==> config.mk <==
export PLATFORM = sky130hd
export DESIGN_NAME = ring_monitor
export DESIGN_NICKNAME = d
export VERILOG_FILES = /design/src/rtl/ring_pkg.sv /design/src/rtl/ring_onehot_enc.sv /design/src/rtl/ring_monitor.sv
export SDC_FILE = /design/constraint.sdc
export NUM_CORES = 1
export LEC_CHECK = 0
export CAP_MARGIN = 20
export CORE_UTILIZATION = 25
export DETAILED_ROUTE_END_ITERATION = 12
export SYNTH_ARGS = -nofsm -noshare
export SYNTH_HDL_FRONTEND = slang
export SYNTH_SLANG_ARGS = --single-unit
==> constraint.sdc <==
create_clock -name clk -period 5.2 [get_ports clk]
set_input_delay 1.56 -clock clk [delete_from_list [all_inputs] [get_ports clk]]
set_output_delay 1.56 -clock clk [all_outputs]
set_load 0.02 [all_outputs]
==> src/rtl/ring_pkg.sv <==
// Shared types and helpers for consumers of the 4-bit one-hot ring counter.
package ring_pkg;

  localparam int RING_W = 4;

  typedef enum logic [1:0] {
    IDLE    = 2'd0,
    ACQUIRE = 2'd1,
    LOCKED  = 2'd2,
    FAULT   = 2'd3
  } ring_mon_state_t;

  typedef struct packed {
    logic       valid;
    logic [1:0] idx;
  } ring_onehot_t;

  function automatic logic [RING_W-1:0] ring_rotl(input logic [RING_W-1:0] v);
    return {v[RING_W-2:0], v[RING_W-1]};
  endfunction

  // valid only when exactly one bit is set; idx is then the position of that bit
  function automatic ring_onehot_t ring_onehot(input logic [RING_W-1:0] v);
    ring_onehot_t r;
    int unsigned  n;
    r.valid = 1'b0;
    r.idx   = 2'd0;
    n       = 0;
    for (int i = 0; i < RING_W; i++) begin
      if (v[i]) begin
        n++;
        r.idx = 2'(i);
      end
    end
    r.valid = (n == 1);
    return r;
  endfunction

endpackage

==> src/rtl/ring_onehot_enc.sv <==
// Combinational one-hot check and binary encoder for a ring counter sample.
module ring_onehot_enc
  import ring_pkg::*;
(
  input  logic [RING_W-1:0] value,
  output logic              valid,
  output logic [1:0]        index
);

  ring_onehot_t enc;

  assign enc   = ring_onehot(value);
  assign valid = enc.valid;
  assign index = enc.idx;

endmodule

==> src/rtl/ring_monitor.sv <==
// Observes the one-hot ring counter: legality checking, lock/fault tracking,
// phase decode and revolution counting.
module ring_monitor
  import ring_pkg::*;
#(
  parameter int REV_W       = 8,
  parameter int LOCK_CYCLES = 4,
  parameter bit ALLOW_HOLD  = 1'b1
) (
  input  logic              clk,
  input  logic              rst,
  input  logic [RING_W-1:0] ring_q,
  input  logic              clr_count,
  input  logic              fault_ack,
  output logic [1:0]        phase,
  output logic              phase_valid,
  output logic              locked,
  output logic              fault,
  output logic [REV_W-1:0]  rev_count,
  output logic              rev_wrap
);

  localparam logic [3:0] LOCK_TARGET = 4'(LOCK_CYCLES);

  logic [RING_W-1:0] s_q;
  logic [RING_W-1:0] p_q;
  ring_mon_state_t   state;
  ring_mon_state_t   state_next;
  logic [3:0]        good_cnt;
  logic [3:0]        good_next;
  logic [3:0]        good_inc;

  logic       onehot;
  logic [1:0] onehot_idx;
  logic       advance;
  logic       hold;
  logic       legal;
  logic       rev_inc;

  ring_onehot_enc u_enc (
    .value (s_q),
    .valid (onehot),
    .index (onehot_idx)
  );

  assign advance  = onehot && (s_q == ring_rotl(p_q));
  assign hold     = onehot && (s_q == p_q) && ALLOW_HOLD;
  assign legal    = advance || hold;
  assign good_inc = good_cnt + 4'd1;
  // an advance onto bit 0 can only come from bit 3, i.e. one full revolution
  assign rev_inc  = (state == LOCKED) && advance && (s_q == 4'b0001);

  always_ff @(posedge clk or negedge rst) begin
    if (!rst) begin
      s_q <= '0;
      p_q <= '0;
    end else begin
      s_q <= ring_q;
      p_q <= s_q;
    end
  end

  always_comb begin
    state_next = state;
    good_next  = good_cnt;
    case (state)
      IDLE: begin
        if (onehot) begin
          state_next = ACQUIRE;
          good_next  = 4'd0;
        end
      end
      ACQUIRE: begin
        if (advance) begin
          good_next = good_inc;
          if (good_inc == LOCK_TARGET) state_next = LOCKED;
        end else if (!hold) begin
          state_next = IDLE;
        end
      end
      LOCKED: begin
        if (!legal) state_next = FAULT;
      end
      FAULT: begin
        if (fault_ack) state_next = IDLE;
      end
      default: state_next = IDLE;
    endcase
  end

  always_ff @(posedge clk or negedge rst) begin
    if (!rst) begin
      state    <= IDLE;
      good_cnt <= 4'd0;
    end else begin
      state    <= state_next;
      good_cnt <= good_next;
    end
  end

  // phase keeps its last value across non-one-hot samples
  always_ff @(posedge clk or negedge rst) begin
    if (!rst) begin
      phase <= 2'd0;
    end else if (onehot) begin
      phase <= onehot_idx;
    end
  end

  always_ff @(posedge clk or negedge rst) begin
    if (!rst) begin
      rev_count <= '0;
      rev_wrap  <= 1'b0;
    end else if (clr_count) begin
      rev_count <= '0;
      rev_wrap  <= 1'b0;
    end else if (rev_inc) begin
      rev_count <= rev_count + REV_W'(1);
      rev_wrap  <= &rev_count;
    end else begin
      rev_wrap  <= 1'b0;
    end
  end

  assign locked      = (state == LOCKED);
  assign phase_valid = (state == LOCKED);
  assign fault       = (state == FAULT);

endmodule

==> summary.md, run 1 <==
| Metric | Value |
|---|---|
| Power Density | 251 nW/um^2 |
| Final number of setup-violating endpoints | 0 |
| Via-per-instance ratio | approximately 4.5 |
| CTS tree | done |
| Final Wtd Congestion | 0.760 |
| Hold Fails Final Rpt | 0 |
| Endpoint of the worst-slack reg-to-reg timing path | rev_count[5] |
| First DRT Iteration DRCs | 60 |
| Post-synth top area cell | dfrtp_1 |
| Row cnt | 26 |
| Final-layout setup total negative slack | 0 ns |
| Part of the power in combinational logic | 19.0% |
| Max-slew headroom at the worst pin | around 40% |
| Total detailed-routing wirelength | between 2000 and 2500 um |
| Result of the run | finished clean |
| Number of distinct library cell variants in the gate-level netlist after synthesis | 38 |
| CTS resizes | 0 |
| Vias in the first global route | between 900 and 1000 |
| Height of the die | about 76 um |
| Top post-synthesis cells by count | dfrtp_1 (25), nand2_1 (13), xor2_1 (10) |
| TritonCTS Sinks | 25 |
| Crit Reg-Reg Startpoint | s_q[0] |
| Minimum clock period after layout | around 3.3 ns |
| WP data required | approximately 3.6 ns |
| Half-perimeter wire length after detailed placement | around 1800 um |
| Layout cell share with drive strength beyond 1 | approximately 7.1% |
| Top FF cell, synth | dfrtp_1 |
| Synth-to-layout area growth | 22.8% |
| Count of max-cap constraint violations | 0 |
| Register clock-pin slew on the reported worst setup and hold paths | about 0.080 ns |
| All-layer global routing usage | between 10% and 20% |
| Cell types occupying the most area after synthesis | dfrtp_1 (46%), xor2_1 (6.5%), ha_1 (5.5%) |
| Switching Share | 28.5% |
| Worst hold margin | between 0.4 and 0.5 ns |
| Final Core Density | about a third |
| Wire length of the first global-routing pass | between 4000 and 5000 um |
| Register-to-register setup slack | 2.18 ns |
| Effective utilization at floorplan | about a quarter |
| Number of cells on the worst hold path | 2 |
| Synth top area share | a little under half |
| Mapped Cells | ~140 |
| EDFF count, synth | 0 |
| Core Area | about 5200 um^2 |
| Max-slew violations | 0 |
| Area of the mapped netlist | roughly 1400 um^2 |
| Vias | around 1000 |
| Worst setup skew after layout | approximately 0.0015 ns |
| Launch point of the worst hold path | phase[0] |
| Pin count of the biggest net entering global routing | 26 |
| Tot Pwr | roughly 0.00042 W |
| Mean cell area of the mapped netlist | about 10 um^2 |
| Total of buffers placed on input and output ports | 21 |
| Nature of the critical path startpoint | flop |
| Number of antenna violations at the first check in global routing | 0 |
| Register-to-Register Path Depth | 9 |
| Ports placed on the boundary | 22 |
| Leak Pwr | between 0.6 and 0.7 nW |
| Remaining global-route overflow | 0 |
| Nets in the synthesized netlist | 150 |
| Clock buffer count from CTS | 3 |
| Peak supply drop | 0.000136 V |
| H-tree lvl count | 1 |
| Most frequently used cell type in the post-synthesis netlist | dfrtp_1 |
| Number of buffers between clock root and the deepest sink | 2 |
| Portion of the post-synthesis area used by sequential elements | a little under half |
| Type of the worst min-delay path | flop to flop |
| Die area | about 5700 um^2 |
| Post-layout net count | 170 |
| Post-CTS Hold Fix Bufs | 0 |
| Peak Freq | around 0.3 GHz |
| DR DRC count | 0 |
| Buffer type at the clock tree root | clkbuf_8 |
| Post-CTS repair timing setup buffer count | 0 |
| Horizontal die dimension | about 76 um |
| Clk network pwr share | between 20% and 30% |
| Number of inserted diodes | 0 |
| Terminating pin of the worst hold path | phase[0] |
| First-pass DRT Iterations | 4 |
| Count of state elements after synthesis | 25 |
| Worst Setup End Kind | primary output |
| Arrival time reported for the critical path endpoint | 1.76 ns |
| Internal power summed over all cells | 0.000298 W |
| Worst Tran Pin Value | just over 0.9 ns |
| Total net switching power | ~0.00012 W |
| Drt wl/cell | 10.9 um |
| Skew-Pair Late Insertion Delay | 0.27 ns |
| RSZ-0062 raised after global routing | no |
| Sequential power share | a little over half |
| Yosys synthesis warning count | 0 |
| Synth async-reset ratio | 100% |
| Final antenna-violating net count | 0 |
| Final period util | a little under two thirds |
| Type of the worst setup path | flop to primary output |
| Highest net fanout along the worst path | 13 |
==> metrics by stage <==
step | instances | area [um^2] | setup WS, ns
final | 225 | 1660 | 1.88
after global routing | 225 | 1660 | 1.78
after CTS | 225 | 1660 | 1.86
after detailed placement | 221 | 1620 | 2.17
after global placement | 221 | 1620 | 2.18
after floorplan | 136 | 1350 | 2.58
==> state kept, by name (all words and copies together) (netlist names), named ones only <==
name,cells
rev_count,8
good_cnt,4
rev_wrap,1
s_q,4
p_q,4
state,1
phase,2
==> worst max-delay path: stages (launching register included) <==
cell and delay, ns:
dfrtp_1 0.51, nor2b_1 0.32, clkdlybuf4s50_1 0.66
==> kinds of logic (layout without fill, tap and decap cells) <==
logic type / count (synthesis) / in the layout / share of synthesized area [%]
mux: 2 / 2 / 1.48
compound gates: 30 / 30 / 14.0
flops: 25 / 25 / 46.2
fa+ha+maj: 6 / 6 / 5.55
buf+inv: 14 / 33 / 5.08
xor+xnor: 11 / 11 / 7.12
simple gates: 48 / 48 / 20.6
==> routing by layer <==
metal  track usage (%)  share of wire [%]  vias to the layer above
met5                 0                  0                        -
li1                  -                  -                      522
met3              3.44                4.9                        4
met2              14.6                 44                       20
met1              13.6                 49                      470
met4              3.91                1.3                        0
==> area by class of cell <==
type | instances | area, um^2
Fill cell | 527 | 3510
Multi-Input combinational cell | 97 | 659
Sequential cell | 25 | 626
Timing Repair Buffer | 22 | 218
Tap cell | 70 | 87.6
Clock buffer | 3 | 41.3
Inverter | 7 | 26.3
Clock inverter | 1 | 5.00
==> how the worst max path moves through the flow <==
| stage | from | to | slack [ns] |
|---|---|---|---|
| 2_1_floorplan | flop | phase_valid | 2.58 |
| 3_3_place_gp | state[0] | locked | 2.18 |
| 3_5_place_dp | state[0] | locked | 2.17 |
| 4_1_cts | state[0] | locked | 1.86 |
| 5_1_grt | state[0] | locked | 1.78 |
| 6_report | state[0] | locked | 1.88 |
==> power groups by stage <==
stage,logic [W],clock network [W],registers [W]
4_1_cts,0.0000803,0.000120,0.000225
3_3_place_gp,0.0000800,0,0.000230
3_5_place_dp,0.0000801,0,0.000229
5_1_grt,0.0000883,0.000127,0.000228
6_report,0.0000791,0.000113,0.000225
2_1_floorplan,0.0000478,0,0.000229
==> cells in the final DEF (no fill, tap or decap), types with 2 or more instances in the layout <==
master           instances
a21oi_1                  9
and2_1                   2
clkbuf_8                 3
clkdlybuf4s50_1         21
dfrtp_1                 25
ha_1                     6
inv_1                    7
mux2i_1                  2
nand2_1                 13
nand2b_1                 3
nand3_1                  5
nor2_1                   5
nor4_1                   2
o21ai_0                  8
o21ai_1                  2
o311ai_1                 2
o31ai_1                  5
or2_2                    2
or3_1                    3
or4_1                    4
xor2_1                  10
No activity file was read; power rests on OpenSTA's default activity.
==> run 2, diff against run 1 <==
Clock period 5.2 ns to 3.4 ns, I/O delays scaled along.
==> run 2 against run 1 <==
Final cell count is 0.44% higher. Clock skew is 0.0043 ns higher. Largest power group unchanged. Total power up 55%. Critical endpoint is now rev_count[5].
==> summary.md, run 2 (synthesis gave the netlist of run 1 again) <==
| Metric | Value |
|---|---|
| Post-CTS repair timing setup buffer count | 0 (unchanged) |
| Result of the run | finished clean |
| Height of the die | 75.6 um (unchanged) |
| Final antenna-violating net count | 0 (unchanged) |
| Commonest cells after routing, fill and taps aside | dfrtp_1 (25), clkdlybuf4s50_1 (21), nand2_1 (13) |
| Hold Fails Final Rpt | 0 (unchanged) |
| Most common cell after layout, fill and taps aside | dfrtp_1 |
| All-layer global routing usage | 10.5% (+0.48 points) |
| Number of cells on the worst hold path | 2 (unchanged) |
| Terminating pin of the worst hold path | phase[1] |
| Vias | 1054 (+3.7%) |
| Buffer type at the clock tree root | clkbuf_8 |
| Peak Freq | 0.334 GHz |
| Worst Setup End Kind | flop |
| Remaining global-route overflow | 0 (unchanged) |
| Highest net fanout along the worst path | 15 (+2) |
| Launch point of the worst hold path | phase[1] |
| Endpoint of the worst-slack reg-to-reg timing path | rev_count[5] |
| Global-route layer with the greatest usage | met2 |
| Register-to-register setup slack | 0.41 ns (-1.77 ns) |
| Wire length of the first global-routing pass | 4530 um (+6.1%) |
| RSZ-0062 raised after global routing | no |
| Total of buffers placed on input and output ports | 21 (unchanged) |
| Nature of the critical path startpoint | flop |
| Clock buffer count from CTS | 3 (unchanged) |
| Global-route met3 utilization | 3.04% (-0.40 points) |
| Max-slew headroom at the worst pin | 59.3% (+20 points) |
| Count of max-cap constraint violations | 0 (unchanged) |
| Final-layout setup total negative slack | 0 ns (unchanged) |
| H-tree lvl count | 1 (unchanged) |
| Delay of the slowest cell on the worst path | 0.61 ns (-0.05 ns) |
| Die area | 5710 um^2 (unchanged) |
| Register clock-pin slew on the reported worst setup and hold paths | 0.09 ns (about the same) |
| Core Area | 5170 um^2 (unchanged) |
| Final Wtd Congestion | 0.738 (-2.9%) |
| Worst setup skew after layout | 0.00587 ns (+0.00434 ns) |
| CTS resizes | 0 (unchanged) |
| Final number of setup-violating endpoints | 0 (unchanged) |
| Pin count of the biggest net entering global routing | 26 (unchanged) |
| Drt wl/cell | 11.7 um (+7.3%) |
| Skew-Pair Late Insertion Delay | 0.27 ns (about the same) |
| First DRT Iteration DRCs | 39 (-35%) |
| Via-per-instance ratio | 4.66 (+3.3%) |
| Minimum clock period after layout | 2.99 ns |
| Fillers | 548 (+4.0%) |
| Leak Pwr | 0.668 nW (+0.66%) |
| Peak supply drop | 0.000146 V (+7.2%) |
| Standard cell with the maximum stage delay on the critical path | or4_1 |
| Effective utilization at floorplan | 26.2% (unchanged) |
| Final period util | between 80% and 90% |
| Post-layout net count | 171 (+0.59%) |
| Cell chain of the critical path | inv_1 > ha_1 > xor2_1 > ha_1 > or2b_1 > a21oi_1 > o2111ai_2 > or4_1 > a21oi_1 |
| Type of the worst min-delay path | flop to flop |
| TritonCTS Sinks | 25 (unchanged) |
| Power Density | 388 nW/um^2 (+54%) |
| CTS tree | done |
| Tot Pwr | 0.000647 W (+55%) |
| Synth-to-layout area growth | 23.4% |
| Max-slew violations | 0 (unchanged) |
| Layout cell share with drive strength beyond 1 | 7.69% (+0.60 points) |
| Post-CTS Hold Fix Bufs | 0 (unchanged) |
| Vias in the first global route | 987 (+6.6%) |
| Global Route met2 Usage | 16.0% (+1.4 points) |
| Met1 global-route usage | 14.7% (+1.1 points) |
| Type of the worst setup path | flop to flop |
| Worst Tran Pin Value | 0.610 ns (-0.295 ns) |
| Number of inserted diodes | 0 (unchanged) |
| Arrival time reported for the critical path endpoint | 3.18 ns (+1.42 ns) |
| Crit Reg-Reg Startpoint | s_q[1] |
| Total detailed-routing wirelength | 2640 um (+7.8%) |
| Horizontal die dimension | 75.6 um (unchanged) |
| Ports placed on the boundary | 22 (unchanged) |
| Number of flip-flops in the largest register | 8 (unchanged) |
| First-pass DRT Iterations | 4 (unchanged) |
| DR DRC count | 0 (unchanged) |
| Register-to-Register Path Depth | 9 (unchanged) |
| Row cnt | 26 (unchanged) |
| Number of antenna violations at the first check in global routing | 0 (unchanged) |
| Number of buffers between clock root and the deepest sink | 2 (unchanged) |
| Reg with most FFs | rev_count |
| WP data required | 3.59 ns (-0.05 ns) |
| Half-perimeter wire length after detailed placement | 1870 um (+4.7%) |
## run 2: final cells by class
| class | count | area [um^2] | area share [%] |
|---|---|---|---|
| clock buffer | 3 | 41.3 | 2.47 |
| clock inverter | 1 | 5.00 | 0.300 |
| inverter | 7 | 26.3 | 1.57 |
| multi-input combinational | 97 | 659 | 39.5 |
| sequential | 25 | 626 | 37.5 |
| tap | 70 | 87.6 | 5.24 |
| timing repair buffer | 23 | 225 | 13.5 |
## run 2: through the flow
step	utilization [%]	cells	setup slack [ns]	hold WS (ns)	instance area (um^2)
2_1_floorplan	-	136	0.867	0.371	1350
3_3_place_gp	31.4	222	0.506	0.473	1620
3_5_place_dp	31.4	222	0.429	0.490	1620
4_1_cts	32.3	226	0.392	0.511	1670
5_1_grt	32.3	226	0.153	0.520	1670
6_report	32.3	226	0.410	0.498	1670
## run 2: critical path: cells and delay by family, from the launching register on
family                   cells  cell delay [ns]
AND/OR/NAND/NOR              2             0.82
AO/OA/AOI/OAI                3             0.70
adder cells (fa/ha/maj)      2             0.65
flip-flops                   1             0.46
XOR/XNOR                     1             0.17
buffers and inverters        1             0.10
## run 2: report_power, final
group          internal, W  switching, W  leakage [nW]
Sequential        0.000317     0.0000277         0.326
Combinational    0.0000592     0.0000650         0.317
Clock            0.0000820     0.0000963        0.0255
## run 2: worst max path at each step
stage / startpoint / endpoint / slack [ns] / cells after the start
after floorplan: s_q[0] / rev_count[5] / 0.87 / 9
after global placement: s_q[1] / rev_count[5] / 0.51 / 9
after detailed placement: s_q[1] / rev_count[5] / 0.43 / 9
after CTS: s_q[1] / rev_count[5] / 0.39 / 9
after global routing: s_q[1] / rev_count[4] / 0.15 / 9
final: s_q[1] / rev_count[5] / 0.41 / 9
## run 2: per-layer routing
layer  vias up  wire length (um)
met5         -                 0
met4         0                17
met3         2               126
met2        24              1240
met1       505              1250
li1        523                 -
